File: src/rtl/cpu_sequencer.sv
// rtl/cpu_sequencer.sv - multi-cycle fetch/decode/execute/memory/write-back control sequencer
module cpu_sequencer #(
    parameter int MEM_TIMEOUT = 15
) (
    input  logic        clk,
    input  logic        rst,
    input  logic        run,
    input  logic        step,
    input  logic [3:0]  op_code,
    input  logic        zero,
    input  logic        imem_ack,
    input  logic        dmem_ack,
    output logic        imem_req,
    output logic        ir_load,
    output logic        dmem_req,
    output logic        dmem_we,
    output logic        reg_write_en,
    output logic        wb_sel,
    output logic        pc_en,
    output logic [1:0]  pc_sel,
    output logic        busy,
    output logic        halted,
    output logic        bus_err,
    output logic [15:0] instr_count
);

    typedef enum logic [2:0] {
        S_IDLE,
        S_FETCH,
        S_DECODE,
        S_EXEC,
        S_MEM,
        S_WB,
        S_HALT,
        S_ERR
    } state_t;

    state_t     state;
    logic [7:0] wait_cnt;

    logic is_alu, is_load, is_store, is_beq, is_jump, is_halt, is_mem_op;
    logic retire, wait_expired;

    always_comb begin
        is_alu    = ~op_code[3];
        is_load   = (op_code == 4'h8);
        is_store  = (op_code == 4'h9);
        is_beq    = (op_code == 4'hA);
        is_jump   = (op_code == 4'hB);
        is_halt   = (op_code == 4'hF);
        is_mem_op = is_load | is_store;
    end

    assign wait_expired = (wait_cnt == 8'(MEM_TIMEOUT));

    // An instruction retires in the cycle its last enable is issued.
    assign retire = ((state == S_EXEC) && !is_mem_op) ||
                    ((state == S_MEM) && dmem_ack && is_store) ||
                    (state == S_WB);

    always_comb begin
        imem_req     = 1'b0;
        ir_load      = 1'b0;
        dmem_req     = 1'b0;
        dmem_we      = 1'b0;
        reg_write_en = 1'b0;
        wb_sel       = 1'b0;
        pc_en        = 1'b0;
        pc_sel       = 2'b00;
        case (state)
            S_FETCH: begin
                imem_req = 1'b1;
                ir_load  = imem_ack;
            end
            S_EXEC: begin
                if (is_alu) begin
                    reg_write_en = 1'b1;
                    pc_en        = 1'b1;
                end else if (is_beq) begin
                    pc_en  = 1'b1;
                    pc_sel = zero ? 2'b01 : 2'b00;
                end else if (is_jump) begin
                    pc_en  = 1'b1;
                    pc_sel = 2'b10;
                end else if (!is_mem_op && !is_halt) begin
                    pc_en = 1'b1;
                end
            end
            S_MEM: begin
                dmem_req = 1'b1;
                dmem_we  = is_store;
                pc_en    = dmem_ack & is_store;
            end
            S_WB: begin
                reg_write_en = 1'b1;
                wb_sel       = 1'b1;
                pc_en        = 1'b1;
            end
            default: ;
        endcase
    end

    assign busy    = (state == S_FETCH) || (state == S_DECODE) || (state == S_EXEC) ||
                     (state == S_MEM)   || (state == S_WB);
    assign halted  = (state == S_HALT);
    assign bus_err = (state == S_ERR);

    always_ff @(posedge clk or posedge rst) begin
        if (rst) begin
            state       <= S_IDLE;
            wait_cnt    <= 8'd0;
            instr_count <= 16'd0;
        end else begin
            if (retire) begin
                instr_count <= instr_count + 16'd1;
            end
            case (state)
                S_IDLE: begin
                    if (run || step) begin
                        state    <= S_FETCH;
                        wait_cnt <= 8'd0;
                    end
                end
                S_FETCH: begin
                    if (imem_ack) begin
                        state <= S_DECODE;
                    end else if (wait_expired) begin
                        state <= S_ERR;
                    end else begin
                        wait_cnt <= wait_cnt + 8'd1;
                    end
                end
                S_DECODE: state <= S_EXEC;
                S_EXEC: begin
                    if (is_mem_op) begin
                        state    <= S_MEM;
                        wait_cnt <= 8'd0;
                    end else if (is_halt) begin
                        state <= S_HALT;
                    end else if (run) begin
                        state    <= S_FETCH;
                        wait_cnt <= 8'd0;
                    end else begin
                        state <= S_IDLE;
                    end
                end
                S_MEM: begin
                    if (dmem_ack) begin
                        if (is_load) begin
                            state <= S_WB;
                        end else if (run) begin
                            state    <= S_FETCH;
                            wait_cnt <= 8'd0;
                        end else begin
                            state <= S_IDLE;
                        end
                    end else if (wait_expired) begin
                        state <= S_ERR;
                    end else begin
                        wait_cnt <= wait_cnt + 8'd1;
                    end
                end
                S_WB: begin
                    if (run) begin
                        state    <= S_FETCH;
                        wait_cnt <= 8'd0;
                    end else begin
                        state <= S_IDLE;
                    end
                end
                S_HALT:  state <= S_HALT;
                S_ERR:   state <= S_ERR;
                default: state <= S_IDLE;
            endcase
        end
    end

endmodule

File: config.mk
export PLATFORM = sky130hd
export DESIGN_NAME = cpu_sequencer
export DESIGN_NICKNAME = d
export VERILOG_FILES = /design/src/rtl/cpu_sequencer.sv
export SDC_FILE = /design/constraint.sdc
export NUM_CORES = 1
export LEC_CHECK = 0
export CAP_MARGIN = 0
export CORE_ASPECT_RATIO = 2
export CORE_UTILIZATION = 40
export DETAILED_ROUTE_END_ITERATION = 6
export DONT_BUFFER_PORTS = 1
export PLACE_DENSITY = 0.65
export SLEW_MARGIN = 20
export SYNTH_ARGS = -nofsm -noshare
export SYNTH_HDL_FRONTEND = slang
export SYNTH_SLANG_ARGS = --single-unit
File: constraint.sdc
create_clock -name clk -period 4.85 [get_ports clk]
set_clock_uncertainty 0.2 [all_clocks]
set_input_delay 0.2425 -clock clk [delete_from_list [all_inputs] [get_ports clk]]
set_output_delay 0.2425 -clock clk [all_outputs]
set_load 0.01 [all_outputs]
==> results of run 1 <==
==> cells in the final DEF, fill, tap and decap left out, types with 2 or more instances in the layout <==
cell	instances
inv_1	5
dfrtp_1	27
or2_2	2
dlygate4sd3_1	2
and3b_1	3
a22o_1	5
nor4_1	3
nand2b_1	2
nand3b_1	3
xor2_1	5
and3_1	6
o21ai_0	8
or2_1	2
a21oi_1	5
o22ai_1	3
clkbuf_8	3
nand2_1	20
nand4_1	4
a211o_1	4
o21ai_1	3
xnor2_1	10
nand3_1	5
ha_1	2
nor2_1	18
nor3b_2	2
nor3_1	6
==> registers in the layout (all words and copies together) (netlist names) <==
signal and flops:
instr_count 16, wait_cnt 8, state 3
==> worst max-delay path: stages, from the launching register on <==
cell	delay (ns)
dfrtp_1	0.61
nand3b_1	0.26
o22ai_1	0.32
o311ai_2	0.31
or2_1	0.43
a211o_1	0.33
==> through the flow <==
| step | instances | util (%) |
|---|---|---|
| after floorplan | 177 | - |
| after global placement | 222 | 42.8 |
| after detailed placement | 222 | 42.8 |
| after CTS | 228 | 44.5 |
| after global routing | 228 | 44.7 |
| final | 228 | 44.7 |
==> final cells by class <==
class	count	area [um^2]	share of cell area, %
clock buffers	3	41.3	2.38
clock inverters	1	5.00	0.288
flip-flops and latches	27	676	38.9
repair buffers	2	20.0	1.15
inverters	6	22.5	1.30
multi-input cells	138	908	52.3
well taps	51	63.8	3.67
==> cell families after synthesis <==
kind of cell             count (synthesis)  share of synthesized area (%)
AND/OR/NAND/NOR                         85                           29.0
adder cells (fa/ha/maj)                  2                           1.53
XOR/XNOR                                15                           8.02
AO/OA/AOI/OAI                           35                           15.7
buffers and inverters                   12                           3.74
multiplexers                             1                          0.687
flip-flops                              27                           41.3
==> worst max path at each step <==
stage,start,end,slack (ns),cells after the start
floorplan,state[2]$_DFFE_PP0P_,wait_cnt[0]$_DFFE_PP0P_,2.98,6
global placement,state[1]$_DFFE_PP0P_,wait_cnt[5]$_DFFE_PP0P_,2.27,4
detailed placement,state[1]$_DFFE_PP0P_,wait_cnt[2]$_DFFE_PP0P_,2.14,4
CTS,state[1]$_DFFE_PP0P_,wait_cnt[4]$_DFFE_PP0P_,2.10,4
global route,state[0]$_DFFE_PP0P_,wait_cnt[7]$_DFFE_PP0P_,2.06,5
finish,state[0]$_DFFE_PP0P_,wait_cnt[7]$_DFFE_PP0P_,2.29,5
==> metal layers <==
| layer | up-vias | routed length, um |
|---|---|---|
| met1 | 661 | 1340 |
| met4 | 0 | 61 |
| li1 | 631 | - |
| met2 | 50 | 1980 |
| met5 | - | 0 |
| met3 | 8 | 163 |
==> timing repair <==
| item | 4_1_cts | 5_1_grt |
|---|---|---|
| hold buffers | 2 | 0 |
| setup endpoints to repair | 0 | 0 |
| buffers inserted | 0 | 0 |
| endpoints found under the hold margin | 28 | 0 |
==> power by group through the flow <==
stage	Clock [mW]	Combinational [mW]	Sequential, mW
3_3_place_gp	0	0.281	0.355
4_1_cts	0.131	0.295	0.356
5_1_grt	0.138	0.337	0.371
2_1_floorplan	0	0.291	0.325
3_5_place_dp	0	0.293	0.361
6_report	0.128	0.297	0.358
==> summary.txt, run 1 <==
Clock tree
  – CTS H-tree depth: 1
  – Clk buf depth: 2
  – Total CTS buffers: 3
  – Clk sink count: 27
  – Clock transition at path regs: around 0.09 ns
  – Root buffer cell: clkbuf_8
  – Post-CTS Resized: 0
  – CTS tree: yes
  – Worst skew pair latency: roughly 0.28 ns

Worst setup path
  – Reg2Reg Depth: 5
  – R2R Path Start: state[0]$_DFFE_PP0P_
  – Flop2flop setup slack: 2.29 ns
  – Kind of critical path: flip-flop to flip-flop
  – CP required: roughly 4.8 ns
  – RR Endpoint: wait_cnt[7]$_DFFE_PP0P_
  – CP Max Fanout: 16
  – Critical Path End Type: flip-flop
  – Setup crit start kind: flip-flop
  – Crit path DAT: about 2.5 ns

Synth
  – Mapped cell area: about 0.0016 mm^2
  – Main area contributors after synthesis: dfrtp_1 41%, xnor2_1 5.3%, nand2_1 4.6%
  – Yosys reg bits: 27
  – Most frequent cells after synthesis: 27 x dfrtp_1, 20 x nand2_1, 18 x nor2_1
  – Sequential element share of the synthesized area: 41.3%
  – Top-count cell post-synth: dfrtp_1
  – Library cells used by synthesis: 44
  – Syn Inst Count: between 150 and 200
  – Synth async-reset ratio: 100%
  – Yosys warns: 0
  – Post-synth EDFFs: 0
  – Synth area leader: dfrtp_1
  – Main flop type after synthesis: dfrtp_1
  – Post-synth net total: 190
  – Syn_area_per_cell: around 9.3 um^2
  – Share of Yosys cell area claimed by the top area cell type: about two fifths

Power and ir drop
  – P_leak: about 0.76 nW
  – Switching Share: between 40% and 50%
  – Switch Pwr: roughly 0.35 mW
  – Internal power: about 0.43 mW
  – Sequential Power Share: between 40% and 50%
  – Comb power frac: 37.9%
  – Overall power: approximately 0.78 mW
  – Power Density: 451 mW/mm^2
  – Worst vdd ir: 0.000246 V
  – Clk pwr share: 16.3%

STA
  – Post-route clock period utilization: between 50% and 60%
  – Worst slew pin tran: approximately 0.94 ns
  – Fin. Hold Viols: 0
  – Pins Over Slew Limit: 0
  – Setup ws final: 2.29 ns
  – Final min period: around 2.6 ns
  – Endpoints failing setup: 0
  – Setup TNS: 0 ns
  – Slew headroom: 37.0%
  – Hold Slack: 0.101 ns
  – Unrepaired setup endpoints after global routing: false
  – Fmax: around 0.39 GHz

Worst hold path
  – Worst hold path stage count: 2
  – HP Class: primary input to flip-flop
  – WHS Endpoint: state[2]$_DFFE_PP0P_
  – HP Start: op_code[3]

Drt
  – 1st-iter DRT viols: 39
  – DR WL/cell: ~16 um
  – Vias per cell: between 5 and 6
  – Drt drc: 0
  – Final WL: between 3000 and 4000 um
  – Antenna viol nets, final: 0
  – Vias: 1,350
  – 1st-pass router iterations: 4

Global route
  – Largest net degree at the start of global routing: 28
  – Vias in the first global route: about 1,300
  – Met2 Usage GRT: roughly 31%
  – GRT Total Usage: around 17%
  – Grt ovf: 0
  – Met3 Resource Use GR: under 10%
  – Grt peak-use layer: met2
  – Routing usage on met1: 17.0%
  – First-pass GRT wire length: 5550 um
  – Initial antenna violation count: 0

Die
  – Die height: around 92 um
  – Core area: 0.00388 mm^2
  – Initial core utilization: between 40% and 50%
  – Row cnt: 32
  – DIE WIDTH: 47.2 um
  – Top Ports: 39
  – Die area: roughly 0.0044 mm^2

Layout
  – Area grow syn2layout: 6.04%
  – Filler instances: just under 400
  – Nets@finish: 191
  – Layout cells sized above 1: under 10%
  – Final instance area: between 0.0015 and 0.002 mm^2
  – Number of antenna diodes: 0

Placement
  – GPL Wtd Cong: slightly below 0.8
  – Placement-stage cell area: 0.00166 mm^2
  – Worst slack, placed: 2.14 ns
  – Port Buf Inserts: 0
  – Post-DP HPWL: 2670 um

Outcome
  – Status: finished, final reports clean

Flow run
  – Max-cap violations: 0
No activity file was read; power rests on OpenSTA's default activity.
==> run 2, diff against run 1 <==
- PLACE_DENSITY: 0.65 -> 0.67
- clock period: 4.85 -> 2.1 ns (I/O delays scaled with it)
==> summary.txt, run 2 (synthesized netlist as in run 1, its figures left out) <==
Clock tree
  – Total setup buffers inserted after CTS: 0 (unchanged)
  – Clk sink count: 27 (unchanged)
  – Root buffer cell: clkbuf_8
  – Clk buf depth: 2 (unchanged)
  – CTS H-tree depth: 1 (unchanged)
  – CTS tree: yes
  – Clock transition at path regs: 0.09 ns (about the same)
  – Total CTS buffers: 3 (unchanged)
  – Worst skew pair latency: 0.26 ns (-0.02 ns)

Global route
  – GRT Total Usage: 17.6% (+0.38 points)
  – Initial antenna violation count: 0 (unchanged)
  – Vias in the first global route: 1,380 (+7.8%)
  – First-pass GRT wire length: 5780 um (+4.2%)
  – Grt ovf: 0 (unchanged)
  – Largest net degree at the start of global routing: 28 (unchanged)

Layout
  – Finished Layout Cells: 241 (+5.7%)
  – Nets@finish: 204 (+6.8%)
  – Most flop-heavy register: instr_count
  – Number of flip-flops under the largest register name: 16 (unchanged)
  – Most frequent cells in the layout: 26 x dfrtp_1, 20 x nand2_1, 18 x nor2_1
  – Number of antenna diodes: 0 (unchanged)
  – Post-Route Utilization: 48.2% (+3.4 points)
  – Filler instances: 391 (+1.3%)
  – Final instance area: 0.00187 mm^2 (+7.7%)
  – Layout cells sized above 1: 15.8% (+6.7 points)
  – Biggest regs: instr_count: 16 flops, wait_cnt: 8 flops, state: 3 flops
  – Commonest non-fill, non-tap cell in the layout: dfrtp_1
  – Area grow syn2layout: 14.2%

STA
  – Post-route clock period utilization: 95.8% (+43 points)
  – Pins Over Slew Limit: 0 (unchanged)
  – Slew headroom: 72.4% (+35 points)
  – Unrepaired setup endpoints after global routing: false
  – Worst slew pin tran: 0.411 ns (-0.529 ns)
  – Setup ws final: 0.0889 ns (-2.20 ns)
  – Hold Slack: 0.0320 ns (-0.0689 ns)
  – Endpoints failing setup: 0 (unchanged)
  – Fmax: 0.497 GHz (+28%)
  – Final min period: 2.01 ns (-0.554 ns)
  – Fin. Hold Viols: 0 (unchanged)
  – Setup TNS: 0 ns (unchanged)

Die
  – Die height: 92.5 um (unchanged)
  – DIE WIDTH: 47.2 um (unchanged)
  – Initial core utilization: 42.2% (unchanged)
  – Top Ports: 39 (unchanged)
  – Row cnt: 32 (unchanged)
  – Die area: 0.00437 mm^2 (unchanged)
  – Core area: 0.00388 mm^2 (unchanged)

Drt
  – Drt drc: 0 (unchanged)
  – Vias per cell: 5.89 (-0.49%)
  – Antenna viol nets, final: 0 (unchanged)
  – 1st-pass router iterations: 4 (unchanged)
  – Final WL: 3760 um (+6.1%)
  – DR WL/cell: 15.6 um (+0.35%)
  – 1st-iter DRT viols: 37 (-5.1%)
  – Vias: 1,420 (+5.2%)

Worst setup path
  – Crit path DAT: 1.97 ns (-0.56 ns)
  – Kind of critical path: flip-flop to flip-flop
  – CP required: 2.06 ns (-2.75 ns)
  – R2R Path Start: state[2]$_DFFE_PP0P_
  – CP Max Fanout: 8 (-8)
  – Critical Path End Type: flip-flop
  – Setup crit start kind: flip-flop
  – RR Endpoint: wait_cnt[6]$_DFFE_PP0P_
  – Reg2Reg Depth: 5 (unchanged)
  – Flop2flop setup slack: 0.09 ns (-2.20 ns)

Placement
  – GPL Wtd Cong: 0.772 (about the same)
  – Worst slack, placed: 0.0637 ns (-2.08 ns)
  – Placed insts: 232 (+4.5%)
  – Port Buf Inserts: 0 (unchanged)
  – Placement-stage cell area: 0.00174 mm^2 (+4.5%)
  – Post-DP HPWL: 2810 um (+5.2%)

Outcome
  – Status: finished, final reports clean

Power and ir drop
  – Power Density: 1080 mW/mm^2 (+140%)
  – P_leak: 0.825 nW (+8.1%)
  – Overall power: 2.02 mW (+160%)
  – Worst vdd ir: 0.000921 V (+270%)

Worst hold path
  – HP Class: primary input to flip-flop
  – Worst hold path stage count: 4 (+2)
  – HP Start: dmem_ack
  – WHS Endpoint: state[2]$_DFFE_PP0P_

Flow run
  – Max-cap violations: 0 (unchanged)
==> run 2: power breakdown <==
group | leakage [nW] | switching, mW | internal, mW
logic | 0.457 | 0.553 | 0.393
clock network | 0.0217 | 0.157 | 0.134
registers | 0.346 | 0.165 | 0.614
total | 0.825 | 0.875 | 1.14
==> run 2: metal layers <==
| layer | up-vias | wire length [um] | GRT usage (%) |
|---|---|---|---|
| met2 | 66 | 2140 | 34.2 |
| met3 | 6 | 177 | 2.34 |
| met4 | 0 | 63 | 5.24 |
| met5 | - | 0 | 0 |
| li1 | 662 | - | - |
| met1 | 686 | 1380 | 17.2 |
==> run 2: worst max-delay path by stage <==
stage,cells after the start,end,startpoint,slack (ns)
finish,5,wait_cnt[6]$_DFFE_PP0P_,state[2]$_DFFE_PP0P_,0.09
global route,5,instr_count[15]$_DFFE_PP0P_,state[2]$_DFFE_PP0P_,0.01
CTS,6,instr_count[14]$_DFFE_PP0P_,state[0]$_DFFE_PP0P_,0.06
detailed placement,5,wait_cnt[7]$_DFFE_PP0P_,state[2]$_DFFE_PP0P_,0.06
global placement,5,state[0]$_DFFE_PP0P_,wait_cnt[4]$_DFFE_PP0P_,0.10
floorplan,6,wait_cnt[0]$_DFFE_PP0P_,state[2]$_DFFE_PP0P_,0.23
==> run 2: critical path: stages (launching register included) <==
cell,delay [ns]
dfrtp_1,0.46
nand3b_1,0.26
o22ai_2,0.22
o311ai_1,0.14
or2_4,0.32
a211o_1,0.30
==> run 2: what timing repair did <==
| action | CTS | global route |
|---|---|---|
| endpoints found under the hold margin | 30 | 0 |
| setup endpoints to repair | 0 | 13 |
| hold buffers | 5 | 0 |
| resized for setup | 0 | 7 |
==> run 2: layout make-up <==
| type | count | area (um^2) | share of cell area [%] |
|---|---|---|---|
| repair buffers | 15 | 125 | 6.69 |
| clock inverters | 1 | 7.51 | 0.401 |
| multi-input cells | 138 | 933 | 49.9 |
| inverters | 6 | 22.5 | 1.20 |
| flip-flops and latches | 27 | 677 | 36.2 |
| clock buffers | 3 | 41.3 | 2.21 |
| well taps | 51 | 63.8 | 3.41 |
